## config.mk

```make
export PLATFORM = sky130hd
export DESIGN_NAME = seg_scan_decoder
export DESIGN_NICKNAME = d
export VERILOG_FILES = /design/src/rtl/display_pkg.sv /design/src/rtl/seg7_to_num.sv /design/src/rtl/seg_scan_decoder.sv
export SDC_FILE = /design/constraint.sdc
export NUM_CORES = 1
export LEC_CHECK = 0
export ABC_AREA = 1
export CAP_MARGIN = 0
export CORE_ASPECT_RATIO = 0.6
export CORE_MARGIN = 2
export CORE_UTILIZATION = 40
export CTS_CLUSTER_SIZE = 30
export DETAILED_ROUTE_END_ITERATION = 7
export PLACE_DENSITY = 0.69
export SYNTH_ARGS = -nofsm -noshare
export SYNTH_HDL_FRONTEND = slang
export SYNTH_SLANG_ARGS = --single-unit
```

## constraint.sdc

```tcl
create_clock -name clk -period 2.1 [get_ports clk]
set_clock_uncertainty 0.05 [all_clocks]
set_input_delay 0.525 -clock clk [delete_from_list [all_inputs] [get_ports clk]]
set_output_delay 0.525 -clock clk [all_outputs]
set_load 0.005 [all_outputs]
```

## src/rtl/display_pkg.sv

```systemverilog
// Codes shared by the 7-segment display path: anode strobes, segment glyphs
// and the scan-decoder state encoding.
package display_pkg;

  localparam logic [3:0] AN_DIG0  = 4'b1110;
  localparam logic [3:0] AN_DIG1  = 4'b1101;
  localparam logic [3:0] AN_DIG2  = 4'b1011;
  localparam logic [3:0] AN_DIG3  = 4'b0111;
  localparam logic [3:0] AN_BLANK = 4'b1111;

  // Segment bit order is {g,f,e,d,c,b,a}, active-high.
  localparam logic [6:0] SEG_0     = 7'b0111111;
  localparam logic [6:0] SEG_1     = 7'b0000110;
  localparam logic [6:0] SEG_2     = 7'b1011011;
  localparam logic [6:0] SEG_3     = 7'b1001111;
  localparam logic [6:0] SEG_4     = 7'b1100110;
  localparam logic [6:0] SEG_5     = 7'b1101101;
  localparam logic [6:0] SEG_6     = 7'b1111101;
  localparam logic [6:0] SEG_7     = 7'b0000111;
  localparam logic [6:0] SEG_8     = 7'b1111111;
  localparam logic [6:0] SEG_9     = 7'b1101111;
  localparam logic [6:0] SEG_BLANK = 7'b0000000;

  localparam logic [3:0] NIB_BLANK = 4'hF;

  typedef enum logic {
    IDLE    = 1'b0,
    COLLECT = 1'b1
  } state_t;

  typedef struct packed {
    logic       legal;
    logic [1:0] idx;
  } slot_t;

  // Maps a one-hot-low anode strobe to its digit slot; blank and multi-hot are not legal slots.
  function automatic slot_t anode_slot(input logic [3:0] an);
    slot_t s;
    s.legal = 1'b1;
    s.idx   = 2'd0;
    case (an)
      AN_DIG0: s.idx = 2'd0;
      AN_DIG1: s.idx = 2'd1;
      AN_DIG2: s.idx = 2'd2;
      AN_DIG3: s.idx = 2'd3;
      default: s.legal = 1'b0;
    endcase
    return s;
  endfunction

  // Forward glyph table used by the display encoder; anything above 9 shows blank.
  function automatic logic [6:0] nibble_to_seg(input logic [3:0] nib);
    logic [6:0] s;
    case (nib)
      4'd0:    s = SEG_0;
      4'd1:    s = SEG_1;
      4'd2:    s = SEG_2;
      4'd3:    s = SEG_3;
      4'd4:    s = SEG_4;
      4'd5:    s = SEG_5;
      4'd6:    s = SEG_6;
      4'd7:    s = SEG_7;
      4'd8:    s = SEG_8;
      4'd9:    s = SEG_9;
      default: s = SEG_BLANK;
    endcase
    return s;
  endfunction

endpackage

```

## src/rtl/seg7_to_num.sv

```systemverilog
// Inverse of the number-to-segment encoder: segment pattern to BCD nibble,
// with blank mapped to 4'hF and every other unknown glyph flagged illegal.
module seg7_to_num
  import display_pkg::*;
(
  input  logic [6:0] seg,
  output logic       legal,
  output logic [3:0] nibble
);

  always_comb begin
    legal  = 1'b1;
    nibble = 4'h0;
    case (seg)
      SEG_0:     nibble = 4'd0;
      SEG_1:     nibble = 4'd1;
      SEG_2:     nibble = 4'd2;
      SEG_3:     nibble = 4'd3;
      SEG_4:     nibble = 4'd4;
      SEG_5:     nibble = 4'd5;
      SEG_6:     nibble = 4'd6;
      SEG_7:     nibble = 4'd7;
      SEG_8:     nibble = 4'd8;
      SEG_9:     nibble = 4'd9;
      SEG_BLANK: nibble = NIB_BLANK;
      default:   legal  = 1'b0;
    endcase
  end

endmodule

```

## src/rtl/seg_scan_decoder.sv

```systemverilog
// Monitors the multiplexed anode/segment bus and rebuilds the 4-digit BCD value
// on display, pulsing num_valid per complete frame and flagging illegal strobes.
module seg_scan_decoder
  import display_pkg::*;
#(
  parameter int SETTLE_CYCLES = 4,
  parameter int FRAME_TIMEOUT = 1048576
) (
  input  logic        clk,
  input  logic        reset,
  input  logic [3:0]  anode,
  input  logic [6:0]  seg,
  output logic [15:0] num,
  output logic        num_valid,
  output logic        code_err,
  output logic        timeout
);

  localparam int            SW         = 8;
  localparam int            TW         = $clog2(FRAME_TIMEOUT + 1);
  localparam logic [SW-1:0] SETTLE_MAX = SW'(SETTLE_CYCLES);
  localparam logic [TW-1:0] TMO_LAST   = TW'(FRAME_TIMEOUT - 1);

  logic [3:0]    anode_p0, anode_p1;
  logic [6:0]    seg_p0, seg_p1;
  logic [SW-1:0] settle_cnt, settle_next;
  logic          sample;

  // p0: registered bus copy; p1: its previous value, used only for change detection
  always_ff @(posedge clk) begin
    if (reset) begin
      anode_p0   <= AN_BLANK;
      seg_p0     <= SEG_BLANK;
      anode_p1   <= AN_BLANK;
      seg_p1     <= SEG_BLANK;
      settle_cnt <= '0;
    end else begin
      anode_p0   <= anode;
      seg_p0     <= seg;
      anode_p1   <= anode_p0;
      seg_p1     <= seg_p0;
      settle_cnt <= settle_next;
    end
  end

  // Saturating counter makes the sample a single pulse per stable strobe.
  always_comb begin
    if ({anode_p0, seg_p0} != {anode_p1, seg_p1}) begin
      settle_next = '0;
    end else if (settle_cnt == SETTLE_MAX) begin
      settle_next = settle_cnt;
    end else begin
      settle_next = settle_cnt + 1'b1;
    end
    sample = (settle_next == SETTLE_MAX) && (settle_cnt != SETTLE_MAX);
  end

  logic       seg_legal;
  logic [3:0] seg_nib;
  slot_t      slot;
  logic       an_blank;
  logic       capture;
  logic       bad;

  seg7_to_num u_seg7_to_num (
    .seg    (seg_p0),
    .legal  (seg_legal),
    .nibble (seg_nib)
  );

  assign slot     = anode_slot(anode_p0);
  assign an_blank = (anode_p0 == AN_BLANK);
  assign capture  = sample && slot.legal && seg_legal;
  assign bad      = sample && !an_blank && !(slot.legal && seg_legal);

  state_t        state, state_next;
  logic [3:0]    flags, flags_next;
  logic [TW-1:0] tmo_cnt, tmo_next;
  logic [15:0]   shadow, shadow_next;
  logic          complete;
  logic          expire;
  logic          frame_end;

  // p2: frame state and output pulses
  always_ff @(posedge clk) begin
    if (reset) begin
      state     <= IDLE;
      flags     <= '0;
      tmo_cnt   <= '0;
      num_valid <= 1'b0;
      code_err  <= 1'b0;
      timeout   <= 1'b0;
    end else begin
      state     <= state_next;
      flags     <= flags_next;
      tmo_cnt   <= tmo_next;
      num_valid <= complete;
      code_err  <= bad;
      timeout   <= expire;
    end
  end

  // Slots are only trusted under their flag, so the shadow needs no reset.
  always_ff @(posedge clk) begin
    shadow <= shadow_next;
  end

  always_ff @(posedge clk) begin
    if (reset) begin
      num <= '0;
    end else if (complete) begin
      num <= shadow;
    end
  end

  always_comb begin
    state_next = state;
    case (state)
      IDLE: begin
        if (capture) state_next = COLLECT;
      end
      COLLECT: begin
        if (bad || (frame_end && !capture)) state_next = IDLE;
      end
      default: state_next = IDLE;
    endcase
  end

  // Completion beats a same-cycle timeout; a capture on a frame boundary seeds the next frame.
  always_comb begin
    complete    = (state == COLLECT) && (flags == 4'hF);
    expire      = (state == COLLECT) && !complete && (tmo_cnt == TMO_LAST);
    frame_end   = complete || expire;
    flags_next  = frame_end ? 4'h0 : flags;
    shadow_next = shadow;
    tmo_next    = ((state == COLLECT) && !frame_end) ? tmo_cnt + 1'b1 : '0;
    if (bad) begin
      flags_next  = '0;
      shadow_next = '0;
      tmo_next    = '0;
    end else if (capture) begin
      flags_next[slot.idx]                  = 1'b1;
      shadow_next[{slot.idx, 2'b00} +: 4]   = seg_nib;
    end
  end

endmodule

```

# [Yosys cells after proc, flatten, opt, wreduce, memory -nomap -nowiden]
# Index checks and enable logic that the tools add are counted.
[word_totals] input_bits=13 ff_bits=91 out_inout_bits=19
[classes] muxes=14 n_addsub=3 magnitude_cmp=2 bitwise_logic=3 reduce_logical=24 shift=2 eq_ne=21
[ops] cell="$eq 7x7->1 const B" n=7
[ops] cell="$pmux 4 s10" n=1
[ops] cell="$add 21x1->21 const B" n=1
[ops] cell="$eq 21x20->1 const B" n=1
[ops] cell="$eq 4x4->1 const B" n=5
[ops] cell="$bwmux 16" n=1
[ops] cell="$eq 8x3->1 const B" n=2
[ops] cell="$mux 8" n=2
[ops] cell="$shift 4x6->16 const A" n=1
[ops] cell="$shiftx 4x6->16" n=1
[ops] cell="$eq 7x3->1 const B" n=2
[ops] cell="$logic_and 1x1->1" n=12
[ops] cell="$ne 11x11->1" n=1
[ops] cell="$reduce_or 11->1" n=1
[ops] cell="$add 8x1->8 const B" n=1
[ops] cell="$mux 4" n=2
[ops] cell="$ne 8x3->1 const B" n=1
[ops] cell="$eq 7x6->1 const B" n=1
[ops] cell="$logic_not 7->1" n=1
[ops] cell="$neg 4->6" n=1
[ops] cell="$pmux 2 s3" n=1
[ops] cell="$logic_not 1->1" n=5
[ops] cell="$mux 1" n=5
[ops] cell="$eq 4x3->1 const B" n=1
[ops] cell="10 further kinds" n=12

# [Longest topological paths before layout]
# Gate-level depths: netlist of run 1.
[depth] word_depth=12 depth_mapped=16

# [Cells and area by module]
# From an unflattened synthesis of run 1, not the netlist that was laid out.
[hier_totals] cells_unflattened=612 hier_area_um2=4277.9
[by_module_without_submodules] module="seg_scan_decoder" area_each_um2=4027.6 n_inst=1 cells_each=557 seq_area_each_um2=1821.7
[by_module_without_submodules] module="seg7_to_num" area_each_um2=250.2 n_inst=1 cells_each=55 seq_area_each_um2=0.0

# [Least setup slack after synthesis of run 1]
# No wires, ideal clock.
[synth_timing] path_kind="register to register" from="reg anode_p0[0]" to="reg shadow[0]" path_stages_with_launch=11 period_less_slack_ns=2.339 arrival_time_ns=2.225 slack_ns=-0.239 required_ns=1.986 path_cell_list="dfxtp_1 inv_1 o31ai_2 inv_1 ha_1 inv_1 nand2_1 or2_2 nand4_1 nand2_1 nor2_1"
[synth_via] elab_chain_len=6
[synth_rtl] element="start, declared" line="seg_scan_decoder.sv:24" text="logic [3:0] anode_p0, anode_p1;"
[synth_rtl] element="start signal, assigned" line="seg_scan_decoder.sv:38" text="anode_p0 <= anode;"
[synth_rtl] element="branches (longest 6 deep; another with $neg 4->6)"
[synth_rtl] element="end signal, assigned" line="seg_scan_decoder.sv:105" text="shadow <= shadow_next;"
[synth_rtl] element="end, declared" line="seg_scan_decoder.sv:79" text="logic [15:0] shadow, shadow_next;"
# Parallel ways; which one is timed is not known.
# A chain may end at the register's enable or synchronous reset.

# [Worst setup path after layout of run 1]
[layout_timing] from="reg settle_cnt[1]" to="reg shadow[10]"
[layout_via] elab_chain_len=7
[layout_rtl] element="start, declared" line="seg_scan_decoder.sv:26" text="logic [SW-1:0] settle_cnt, settle_next;"
[layout_rtl] element="start signal, assigned" line="seg_scan_decoder.sv:42" text="settle_cnt <= settle_next;"
[layout_rtl] element="$add 8x1->8 / $eq 8x3->1 (equally long branches)" line="seg_scan_decoder.sv:53, seg_scan_decoder.sv:50"
[layout_rtl] element="$mux 8" line="seg_scan_decoder.sv:50" text="end else if (settle_cnt == SETTLE_MAX) begin"
[layout_rtl] element="$mux 8" line="seg_scan_decoder.sv:48" text="if ({anode_p0, seg_p0} != {anode_p1, seg_p1}) begin"
[layout_rtl] element="$eq 8x3->1" line="seg_scan_decoder.sv:55" text="sample = (settle_next == SETTLE_MAX) && (settle_cnt != SETTLE_MAX);"
[layout_rtl] element="$logic_and 1x1->1 (*)" line="seg_scan_decoder.sv:55"
[layout_rtl] element="$logic_and 1x1->1, on equally long branches (2 in a row)" line="seg_scan_decoder.sv:73, seg_scan_decoder.sv:74"
# Every way passes the cells marked *; elsewhere a longest branch is shown, timed or not.

==> results of run 1 <==
[worst register-to-register path, delay by kind of cell (launching register included)]
kind / cells / cell delay [ns]
and+or+nand+nor: 10 / 0.90
buffers and inverters: 3 / 0.42
DFF: 1 / 0.34
AOI/OAI and AO/OA: 1 / 0.20
adders and majority gates: 1 / 0.14
[Yosys cell counts, types with 4 or more instances]
master    instances  share of area [%]
xnor2_1          14                2.9
or2_2             6               0.87
inv_1            99                8.6
a21oi_1          25                2.9
nor3_1            8               0.93
xor2_1           12                2.4
clkbuf_1          9               0.79
nand4_1          26                3.8
o21ai_0          20                2.3
ha_1             10                2.9
dfxtp_1          91                 42
nor2_1           99                8.6
nand3_1          34                4.0
o211ai_1          4               0.70
nand2_1         132                 12
[cells by family after synthesis]
group           after synthesis
compound gates               54
xor+xnor                     26
fa+ha+maj                    10
buf+inv                     117
flops                        91
simple gates                314
[layer usage]
layer | global-route usage, % | vias to the layer above | routed length (um)
met4 | 3.99 | 0 | 176
met2 | 26.6 | 105 | 4620
met1 | 22.2 | 1810 | 4900
met3 | 4.53 | 20 | 398
met5 | 0 | - | 0
li1 | - | 2031 | -
[how the worst min path moves through the flow]
stage | start | end | slack, ns | depth (start not counted)
after global placement | tmo_cnt[0]$_SDFF_PP0_ | tmo_cnt[0]$_SDFF_PP0_ | 0.38 | 1
after detailed placement | tmo_cnt[0]$_SDFF_PP0_ | tmo_cnt[0]$_SDFF_PP0_ | 0.38 | 1
after CTS | tmo_cnt[0]$_SDFF_PP0_ | tmo_cnt[0]$_SDFF_PP0_ | 0.40 | 1
after floorplan | tmo_cnt[0]$_SDFF_PP0_ | tmo_cnt[0]$_SDFF_PP0_ | 0.37 | 1
final | tmo_cnt[0]$_SDFF_PP0_ | tmo_cnt[0]$_SDFF_PP0_ | 0.39 | 1
after global routing | tmo_cnt[0]$_SDFF_PP0_ | tmo_cnt[0]$_SDFF_PP0_ | 0.42 | 1
[metrics by stage]
step	instance area (um^2)	hold WS, ns	util (%)	TNS [ns]	worst slack, ns
after floorplan	4320	0.367	-	0	0.0315
after global placement	4900	0.377	46.5	0	0.0522
after detailed placement	4900	0.382	46.5	-1.54	-0.0662
after CTS	5230	0.396	49.7	0	0.00144
after global routing	5620	0.422	53.4	-3.53	-0.135
final	5620	0.394	53.4	-0.334	-0.0420
[sequential cells by signal, indices dropped and copies added, names as in the netlist, 7 cells and up]
signal	count
seg_p0	7
seg_p1	7
num	16
settle_cnt	8
shadow	16
tmo_cnt	21
[layout make-up]
type / instances / area [um^2] / share of cell area (%)
multi-input combinational: 406 / 2290 / 40.8
sequential: 91 / 1840 / 32.7
timing repair buffer: 64 / 651 / 11.6
inverter: 101 / 384 / 6.83
clock buffer: 10 / 239 / 4.25
tap: 139 / 174 / 3.09
clock inverter: 6 / 41.3 / 0.734
[power groups by stage]
stage | Clock [mW] | Sequential (mW) | Combinational (mW)
2_1_floorplan | 0 | 1.80 | 0.149
3_3_place_gp | 0 | 1.80 | 0.231
3_5_place_dp | 0 | 1.80 | 0.238
4_1_cts | 1.53 | 1.76 | 0.241
5_1_grt | 1.62 | 1.77 | 0.293
6_report | 1.50 | 1.76 | 0.263
[what timing repair did]
item	4_1_cts	5_1_grt
setup endpoints to repair	41	43
gates resized for setup	8	90
buffers inserted	1	6
pin swaps	2	24
cloned	1	4
hold endpoints to repair	0	0
==> impl_metrics.ini, run 1 <==
[clock_tree]
cts_buffers = 9
htreeDepth = 3
cts.path.max_buffers = 2
cts.reportedPaths.clkPinSlew_ns = 0.07
root_buffer = clkbuf_16
cts_sinks = 91
clk_latency_ns = 0.34
cts_tree = yes
postCtsHoldBufs = 0

[global_routing]
grt_max_degree = 33
globalRoute.totalOverflow = 0
track_usage_pct = 16.6
antenna_found_initial = 0
grt_pass1_wl_um = 15400
grt_pass1_vias = 3494

[timing]
finalSetupViolations = 13
tightestPinTransition_ns = 0.473
fin_crit_sh_pct = 102
worst_slack_ns = -0.0420
hold_viol_final = 0
drv_slew = 0
rsz0062_at_grt = true
fmaxAchievable_mhz = 467
layout_min_cycle_time_ns = 2.14
slew_headroom_pct = 68.4

[synth]
synthMuxAreaShare_pct = 0
synth_edf_count = 0
synthAdderAreaFrac_pct = 2.91
synthFlopType = dfxtp_1
syn_avg_cell_area_um2 = 7.02
synth-simple-area-share_pct = 31.7
async_flop_share_pct = 0
synth_top_family_by_area = simple AND/OR/NAND/NOR gates
yosysWarnings = 0
syn_nets = 635
synthXorXnorAreaFrac_pct = 5.30
yosysUniqueCellTypes = 29
synth-seq-area-share_pct = 42.4
synth_compound_area_share_pct = 6.75
ys_ff_latch = 91
synth_area_mm2 = 0.00430
synth_cells = 612

[power]
power_density_mw_per_mm2 = 628
switchingPower_uw = 845
swShare_pct = 23.9
leakage_nw = 2.57
finalPower_mw = 3.53
pwr-share-clk_pct = 42.6
seqPwrFrac_pct = 50.0
peakVddDrop_v = 0.000508
power_frac_comb_pct = 7.4
intPower_mw = 2.68

[finish]
final_common_cell = nand2_1
area_growth_pct = 30.9
nets = 696
final_cell_mix = nand2_1 (107), inv_1 (90), dfxtp_1 (80)
n_antenna_cell = 0
fillers = 980
drive_gt1_share_pct = 21.4
fin_cells = 817

[critical_path]
cp_num_buf_inv = 3
crit_path_frequent_cell = nand2_1
cp_data_arrival_time_ns = 2.33
worstSetupEndpoint = shadow[10]$_SDFFE_PP0P_
cpMaxStageDelayCell = dfxtp_2
critPathTopFamily = simple AND/OR/NAND/NOR gates
cp.required_ns = 2.29
r2r-start = settle_cnt[1]$_SDFF_PP0_
cp-startpoint = settle_cnt[1]$_SDFF_PP0_
end_kind = register
rr_endpoint = shadow[10]$_SDFFE_PP0P_
crit_cells = 15
r2r_cells = 15
path_max_fanout = 8
path_cells = inv_2 > ha_4 > nand3_4 > o21ai_2 > nand2_1 > nor2_2 > nand2_1 > nor2_1 > nand2_1 > nor2_4 > buf_12 > nand2_8 > clkbuf_16 > nand2_2 > nor2_1
r2r_setup_slack_ns = -0.04
max_stage_delay_ns = 0.34
path_class = register to register
startpoint_type = register

[route]
route.detailed.drc = 0
vias_per_cell = 4.85
drtIter0Drc = 343
num_vias = 3966
totalWireLength_um = 10100
detail_route.first_pass.iterations = 7
wl_per_cell_um = 12.4
ant_nets = 0

[outcome]
status = finished, violations left
violations = setup timing

[floorplan]
dieWidth_um = 138
dieArea_mm2 = 0.0116
coreArea_mm2 = 0.0105
rows = 29
fp.dieH_um = 84.3
start_util_pct = 40.8
io_pins = 32

[min_path]
holdCritPathClass = register to register

[run]
cap_violations = 0

[placement]
gp_congestion = 0.888
port_buffers = 31
dp_cells = 789
detailed_place_hpwl_um = 6860
(Power assumes the default switching activity.)
==> run 2: changes to the inputs <==
- GPL_ROUTABILITY_DRIVEN: default -> 0
==> run 2 against run 1 <==
Effect of this change: worst hold slack improved by 0.0032 ns; register-to-register slack improved by 0.09 ns; largest power group unchanged; global-route usage increased by 0.32 points; the run now ends clean; final cell count decreased by 0.24%; utilization decreased by 0.46 points; highest routed layer unchanged; wire length decreased by 3.4%; flip-flop and latch count unchanged; power increased by 2.4%; non-clock buffer count decreased by 4; critical endpoint is now tmo_cnt[0]$_SDFF_PP0_.
==> impl_metrics.ini, run 2 (synthesis results as in run 1) <==
[timing]
fmaxAchievable_mhz = 486
drv_slew = 0
rsz0062_at_grt = true
finalSetupViolations = 0
hold_viol_final = 0
layout_min_cycle_time_ns = 2.06
fin_crit_sh_pct = 97.9
slew_headroom_pct = 52.6
tightestPinTransition_ns = 0.710

[clock_tree]
cts.path.max_buffers = 2
cts.reportedPaths.clkPinSlew_ns = 0.06
root_buffer = clkbuf_16
clk_latency_ns = 0.34
cts_sinks = 91
postCtsHoldBufs = 0
htreeDepth = 3
cts_tree = yes
cts_buffers = 9

[finish]
multiInputGateArea_mm2 = 0.00229
final_cell_mix = nand2_1 (118), inv_1 (91), nor2_1 (79), dfxtp_1 (79)
fillers = 1008
largest_reg_flops = 21
postLayoutCellArea_mm2 = 0.00558
register_area_mm2 = 0.00185
utilization_pct = 53.0
drive_gt1_share_pct = 19.1
final_common_cell = nand2_1
area_growth_pct = 29.7
largest_registers = tmo_cnt (21), num (16), shadow (16)
nets = 694
largest_register = tmo_cnt
fin_cells = 815
n_antenna_cell = 0

[route]
ant_nets = 0
vias_per_cell = 4.79
drtIter0Drc = 337
totalWireLength_um = 9750
num_vias = 3901
detail_route.first_pass.iterations = 5
route.detailed.drc = 0
wl_per_cell_um = 12.0

[global_routing]
grt_pass1_vias = 3574
globalRoute.totalOverflow = 0
track_usage_pct = 16.9
antenna_found_initial = 0
grt_max_degree = 33
grt_pass1_wl_um = 15700

[floorplan]
io_pins = 32
rows = 29
dieWidth_um = 138
dieArea_mm2 = 0.0116
coreArea_mm2 = 0.0105
fp.dieH_um = 84.3
start_util_pct = 40.8

[critical_path]
startpoint_type = register
cp.required_ns = 2.27
path_max_fanout = 6
r2r_setup_slack_ns = 0.04
rr_endpoint = tmo_cnt[0]$_SDFF_PP0_
cp-startpoint = settle_cnt[0]$_SDFF_PP0_
path_class = register to register
r2r_cells = 11
end_kind = register
r2r-start = settle_cnt[0]$_SDFF_PP0_
cp_data_arrival_time_ns = 2.23

[min_path]
min_delay_path_depth = 1
min_to = tmo_cnt[0]$_SDFF_PP0_
holdCritPathClass = register to register
hold_start = tmo_cnt[0]$_SDFF_PP0_

[power]
peakVddDrop_v = 0.000381
power_density_mw_per_mm2 = 648
finalPower_mw = 3.62
leakage_nw = 2.54

[outcome]
status = finished, final reports clean

[placement]
placed_area_mm2 = 0.00485
detailed_place_hpwl_um = 6740
dp_cells = 785
port_buffers = 31

[run]
cap_violations = 0
[run 2: worst max-delay path, stage by stage, from the launching register on]
cell      delay, ns
dfxtp_4        0.36
ha_1           0.25
xnor2_1        0.18
nor3_2         0.20
nand2_1        0.10
nor2_2         0.12
nand2_2        0.07
nor2_4         0.13
buf_12         0.14
nand2_4        0.09
nand3b_4       0.19
nor2_2         0.06
[run 2: metal layers]
| layer | part of all wire [%] | track usage (%) |
|---|---|---|
| met2 | 45 | 26.5 |
| met4 | 0.95 | 5.29 |
| met5 | 0 | 0 |
| met3 | 5.7 | 4.71 |
| met1 | 48 | 22.7 |
[run 2: worst max path at each step]
stage                                         end  slack [ns]  cells past startpoint
after floorplan            shadow[0]$_SDFFE_PP0P_        0.03                     10
after global placement     shadow[1]$_SDFFE_PP0P_        0.02                     14
after detailed placement    tmo_cnt[1]$_SDFF_PP0_       -0.11                     12
after CTS                 shadow[12]$_SDFFE_PP0P_       0.003                     15
after global routing        tmo_cnt[0]$_SDFF_PP0_       -0.09                     11
final                       tmo_cnt[0]$_SDFF_PP0_        0.04                     11
[run 2: report_power, final]
part,switching [mW],internal (mW)
Combinational,0.159,0.102
Clock,0.640,0.953
Sequential,0.0188,1.74
[run 2: repair_timing]
action | in CTS | in global routing
gates resized for setup | 10 | 83
gates cloned | 2 | 4
pin swaps | 2 | 21
setup endpoints to repair | 38 | 43
setup buffers | 1 | 7
[run 2: layout make-up]
cell class / count / share of cell area [%]
Clock buffer: 12 / 4.42
Clock inverter: 4 / 0.898
Inverter: 101 / 6.93
Multi-Input combinational cell: 408 / 41.1
Sequential cell: 91 / 33.1
Tap cell: 139 / 3.12
Timing Repair Buffer: 60 / 10.4
[run 2: stage by stage]
stage / TNS, ns / setup WS, ns / hold slack (ns)
floorplan: 0 / 0.0315 / 0.367
detailed placement: -1.25 / -0.112 / 0.397
finish: 0 / 0.0434 / 0.397
global route: -1.42 / -0.0898 / 0.401
global placement: 0 / 0.0225 / 0.376
CTS: 0 / 0.00252 / 0.407
